--- config.mk ---
export PLATFORM = sky130hd
export DESIGN_NAME = imm_extend_pipe
export DESIGN_NICKNAME = d
export VERILOG_FILES = /design/src/rtl/imm_extend_pipe_pkg.sv /design/src/rtl/imm_extend_pipe_decode.sv /design/src/rtl/imm_extend_pipe.sv
export SDC_FILE = /design/constraint.sdc
export NUM_CORES = 1
export LEC_CHECK = 0
export BUFFER_PORTS_ARGS = -buffer_cell sky130_fd_sc_hd__buf_2
export CORE_UTILIZATION = 55
export CTS_CLUSTER_SIZE = 28
export DETAILED_ROUTE_END_ITERATION = 10
export PLACE_DENSITY = 0.8
export SLEW_MARGIN = 20
export SYNTH_ARGS = -nofsm -noshare
export SYNTH_HDL_FRONTEND = slang
export SYNTH_HIERARCHICAL = 1
export SYNTH_SLANG_ARGS = --single-unit
--- constraint.sdc ---
create_clock -name clk -period 4.5 [get_ports clk]
set_input_delay 0.225 -clock clk [delete_from_list [all_inputs] [get_ports clk]]
set_output_delay 0.225 -clock clk [all_outputs]
set_load 0.01 [all_outputs]
--- src/rtl/imm_extend_pipe_pkg.sv ---
`default_nettype none
//------------------------------------------------------------------------------
// Imm_pkg: ImmSrc selector encoding shared by the immediate generator.
// Rev 1.0
//------------------------------------------------------------------------------
package Imm_pkg;

  localparam int IMM_SRC_W = 3;

  typedef enum logic [IMM_SRC_W-1:0] {
    IMM_TypeI    = 3'd0,
    IMM_TypeS    = 3'd1,
    IMM_TypeB    = 3'd2,
    IMM_TypeU    = 3'd3,
    IMM_TypeJ    = 3'd4,
    IMM_TypeZ    = 3'd5,
    IMM_TypeSH   = 3'd6,
    IMM_Reserved = 3'd7
  } imm_src_e;

endpackage
`default_nettype wire

--- src/rtl/imm_extend_pipe_decode.sv ---
`default_nettype none
//------------------------------------------------------------------------------
// imm_decode: combinational immediate extraction and extension to XLEN bits.
// Rev 1.0
//------------------------------------------------------------------------------
module imm_decode
  import Imm_pkg::*;
#(
  parameter int XLEN = 32
) (
  input  logic [31:0]     instr,
  input  imm_src_e        src,
  output logic [XLEN-1:0] imm,
  output logic            err
);

  logic [63:0] sign;
  logic [63:0] imm_wide;
  logic        unused_bits;

  // Build everything at 64 bits and truncate, so XLEN=32 needs no zero-width fills.
  assign sign = {64{instr[31]}};

  always_comb begin
    imm_wide = '0;
    err      = 1'b0;
    case (src)
      IMM_TypeI:  imm_wide = {sign[63:12], instr[31:20]};
      IMM_TypeS:  imm_wide = {sign[63:12], instr[31:25], instr[11:7]};
      IMM_TypeB:  imm_wide = {sign[63:12], instr[7], instr[30:25], instr[11:8], 1'b0};
      IMM_TypeU:  imm_wide = {sign[63:32], instr[31:12], 12'b0};
      IMM_TypeJ:  imm_wide = {sign[63:20], instr[19:12], instr[20], instr[30:21], 1'b0};
      IMM_TypeZ:  imm_wide = {59'b0, instr[19:15]};
      IMM_TypeSH: imm_wide = (XLEN == 64) ? {58'b0, instr[25:20]} : {59'b0, instr[24:20]};
      default:    err      = 1'b1;
    endcase
  end

  assign imm = imm_wide[XLEN-1:0];

  // Opcode bits never feed an immediate; upper bits are dropped when XLEN=32.
  assign unused_bits = ^{instr[6:0], imm_wide};

endmodule
`default_nettype wire

--- src/rtl/imm_extend_pipe.sv ---
`default_nettype none
//------------------------------------------------------------------------------
// imm_extend_pipe: immediate generator feeding a DEPTH-entry valid/ready FIFO.
// Rev 1.0
//------------------------------------------------------------------------------
module imm_extend_pipe
  import Imm_pkg::*;
#(
  parameter int XLEN  = 32,
  parameter int TAG_W = 32,
  parameter int DEPTH = 2
) (
  input  logic                 clk,
  input  logic                 rst,
  input  logic                 flush,
  input  logic                 in_valid,
  output logic                 in_ready,
  input  logic [31:0]          in_instr,
  input  logic [IMM_SRC_W-1:0] in_src,
  input  logic [TAG_W-1:0]     in_tag,
  output logic                 out_valid,
  input  logic                 out_ready,
  output logic [XLEN-1:0]      out_imm,
  output logic [TAG_W-1:0]     out_tag,
  output logic                 out_err
);

  localparam int PTR_W = (DEPTH > 1) ? $clog2(DEPTH) : 1;
  localparam int CNT_W = $clog2(DEPTH + 1);
  localparam logic [CNT_W-1:0] DEPTH_CNT = CNT_W'(DEPTH);
  localparam logic [PTR_W-1:0] LAST_PTR  = PTR_W'(DEPTH - 1);

  logic [XLEN-1:0]  mem_imm [DEPTH];
  logic [TAG_W-1:0] mem_tag [DEPTH];
  logic             mem_err [DEPTH];

  logic [PTR_W-1:0] wr_ptr;
  logic [PTR_W-1:0] rd_ptr;
  logic [CNT_W-1:0] count;

  logic [XLEN-1:0]  dec_imm;
  logic             dec_err;
  logic             push;
  logic             pop;

  function automatic logic [PTR_W-1:0] ptr_inc(input logic [PTR_W-1:0] p);
    return (p == LAST_PTR) ? '0 : p + PTR_W'(1);
  endfunction

  imm_decode #(
    .XLEN (XLEN)
  ) u_decode (
    .instr (in_instr),
    .src   (imm_src_e'(in_src)),
    .imm   (dec_imm),
    .err   (dec_err)
  );

  assign out_valid = (count != '0);
  assign pop       = out_valid & out_ready;
  // A same-cycle pop frees the slot a full FIFO would otherwise refuse.
  assign in_ready  = !rst & !flush & ((count < DEPTH_CNT) | pop);
  assign push      = in_valid & in_ready;

  assign out_imm = mem_imm[rd_ptr];
  assign out_tag = mem_tag[rd_ptr];
  assign out_err = mem_err[rd_ptr];

  always_ff @(posedge clk or posedge rst) begin
    if (rst) begin
      wr_ptr <= '0;
      rd_ptr <= '0;
      count  <= '0;
      for (int i = 0; i < DEPTH; i++) begin
        mem_imm[i] <= '0;
        mem_tag[i] <= '0;
        mem_err[i] <= 1'b0;
      end
    end else if (flush) begin
      wr_ptr <= '0;
      rd_ptr <= '0;
      count  <= '0;
    end else begin
      if (push) begin
        mem_imm[wr_ptr] <= dec_imm;
        mem_tag[wr_ptr] <= in_tag;
        mem_err[wr_ptr] <= dec_err;
        wr_ptr          <= ptr_inc(wr_ptr);
      end
      if (pop) begin
        rd_ptr <= ptr_inc(rd_ptr);
      end
      if (push && !pop) begin
        count <= count + CNT_W'(1);
      end else if (pop && !push) begin
        count <= count - CNT_W'(1);
      end
    end
  end

endmodule
`default_nettype wire
==> results.yml <==
timing:
  fmax_mhz: 371
  finalSetupViolations: 0
  slew_viol_final: 0
  layout_min_cycle_time_ns: 2.69
  finClkSkew_ns: 0.00373
  slew_headroom: 0.334
  period_share: 0.599
  worst_pin_slew_ns: 0.999
  rsz0062_at_grt: "no"
  setup_slack_ns: 1.81
  hold_slack_ns: -0.0272
  hold_violations: 16
  tns_ns: 0
critical_path:
  cp-end-kind: "output pin"
  cp_data_arrival_time_ns: 2.47
  cp-start-kind: "register"
  required_ns: 4.28
  critPathLaunch: "rd_ptr$_DFFE_PP0P_"
  crit_type: "register to output pin"
  r2r_start: "count[1]$_DFFE_PP0P_"
  reg2reg_slack_ns: 2.11
  critical_path_peak_fanout: 41
grt:
  grt_first_pass_wirelength_um: 23000
  grt_max_degree: 88
  grtUsageMet2: 0.382
  grt_use_met1: 0.303
  busiest_layer: "met2"
  antenna_found_initial: 0
  track_usage: 0.233
  first_global_vias: 4517
  grt.met3_usage: 0.0466
  gr-total-overflow: 0
route:
  firstDrtPassIters: 4
  drc: 0
  routedWlPerCell_um: 18.3
  drtIter0Drc: 208
  ant_nets: 0
  via_per_inst: 5.48
  vias: 4168
  wl_um: 13900
layout:
  mostFrequentLayoutCell: "dfrtp_1"
  final_cell_mix: "133 x dfrtp_1, 131 x buf_2, 106 x mux2_2"
  antenna_cells: 0
  fillCellCount: 901
  drive_gt1_frac: 0.631
  nets: 654
  syn2layout_area_growth_pct: 17.8
  final_core_util: 0.665
  instances_no_fill: 761
clock_network:
  holdBufCountCts: 0
  post_cts_resized: 0
  htreeDepth: 4
  root_buffer: "clkbuf_16"
  cts.path.max_buffers: 2
  cts_tree: "done"
  clk_pin_slew_ns: 0.05
  clk_latency_ns: 0.41
  cts_sinks: 134
  cts_buffers: 17
  post_cts_buffers: 0
placed_design:
  post-place-ws_ns: 2.04
  post-dp-hpwl_um: 9200
  post-place-cells: 731
  port_buffers: 131
  place.gp.congestion: 0.906
yosys:
  ys_seq_elements: 134
  synth_ff_type: "dfrtp_1"
  synth_fp_nets: 531
  syn_area_um2: 6810
  synth_area_per_cell_um2: 14.8
  synth_warnings: 6
  ys_async_sr_fraction: 1.00
  ys_seq_area_frac: 0.492
  synth_edf_count: 0
  synthCells: 459
  yosysUniqueCellTypes: 43
floorplan:
  initial_utilization: 0.565
  dieArea_um2: 12800
  fp.dieH_um: 113
  core_um2: 12100
  dieWidth_um: 113
  ioPinCount: 139
  core.rowCount: 40
power_and_ir_drop:
  power_density_nw_per_um2: 479
  p_total_mw: 3.84
  static-leakage-power_nw: 4.17
  ir_drop_uv: 339
status:
  outcome: "finished, violations left"
  violations: "negative hold slack"
hold_path:
  hp-class: "input pin to asynchronous set/reset pin"
flow_run:
  maxCapViolCount: 0
## cells in the mapped netlist, types with 2 or more instances
cell / instances / area share
a21o_1: 12 / 0.013
a21oi_1: 16 / 0.012
a221o_1: 3 / 0.0044
a22o_1: 3 / 0.0039
a22o_2: 2 / 0.0029
and2_1: 2 / 0.0018
and2b_2: 2 / 0.0026
buf_2: 10 / 0.0073
buf_6: 12 / 0.020
clkbuf_1: 5 / 0.0028
clkbuf_8: 2 / 0.0040
dfrtp_1: 134 / 0.49
inv_1: 5 / 0.0028
mux2_2: 106 / 0.18
mux2_4: 89 / 0.20
nor2_1: 2 / 0.0011
nor2b_1: 9 / 0.0083
nor2b_4: 2 / 0.0040
nor3_1: 2 / 0.0015
nor3b_1: 5 / 0.0055
o21ai_0: 8 / 0.0059
o22ai_1: 7 / 0.0064
## critical path: stages, from the launching register on
cell and delay, ns:
dfrtp_2 1.02, buf_4 0.49, mux2_2 0.39, buf_2 0.14
## flip-flops by register name, indices dropped and copies added (netlist names)
register / cells
wr_ptr: 1
mem_imm: 64
mem_err: 2
rd_ptr: 1
count: 2
mem_tag: 64
## cell families (layout without fill, tap and decap cells)
family,after synthesis,after routing,share of synthesized area
mux,196,196,0.373
flops,134,134,0.492
compound gates,55,55,0.0553
buf+inv,37,171,0.0391
simple gates,35,35,0.0373
fa+ha+maj,1,1,0.00165
xor+xnor,1,1,0.00129
## routing by layer
layer | wire, um | vias up
met5 | 0 | -
met4 | 235 | 0
met3 | 437 | 15
met2 | 7070 | 89
met1 | 6160 | 2157
li1 | - | 1907
## layout make-up
class / instances / area, um^2 / area share
multi-input combinational: 288 / 3200 / 0.399
clock buffer: 26 / 499 / 0.0622
sequential: 134 / 3350 / 0.418
inverter: 5 / 23.8 / 0.00296
tap: 168 / 210 / 0.0262
clock inverter: 4 / 45.0 / 0.00561
timing repair buffer: 136 / 693 / 0.0864
## where the power goes
| part | total, mW | leakage, nW | internal [mW] | switching [mW] |
|---|---|---|---|---|
| combinational | 0.923 | 2.20 | 0.571 | 0.352 |
| clock | 1.28 | 0.270 | 0.810 | 0.472 |
| sequential | 1.64 | 1.69 | 1.48 | 0.155 |
## metrics by stage
stage | cell area [um^2] | hold slack [ns]
floorplan | 6810 | 0.288
CTS | 8020 | 0.00912
finish | 8030 | -0.0272
detailed placement | 7480 | 0.445
global route | 8030 | 0.0221
global placement | 7480 | 0.442
## worst paths after layout
path                                      endpoint  cells past startpoint
min in group clk                rd_ptr$_DFFE_PP0P_                      2
hold / removal                  wr_ptr$_DFFE_PP0P_                      2
setup reg to reg           mem_imm[32]$_DFFE_PP0P_                      4
setup / recovery                       out_tag[27]                      3
hold reg to reg            mem_imm[43]$_DFFE_PP0P_                      1
max in group asynchronous   mem_tag[5]$_DFFE_PP0P_                      3
Power figures use the tool's default switching activity.
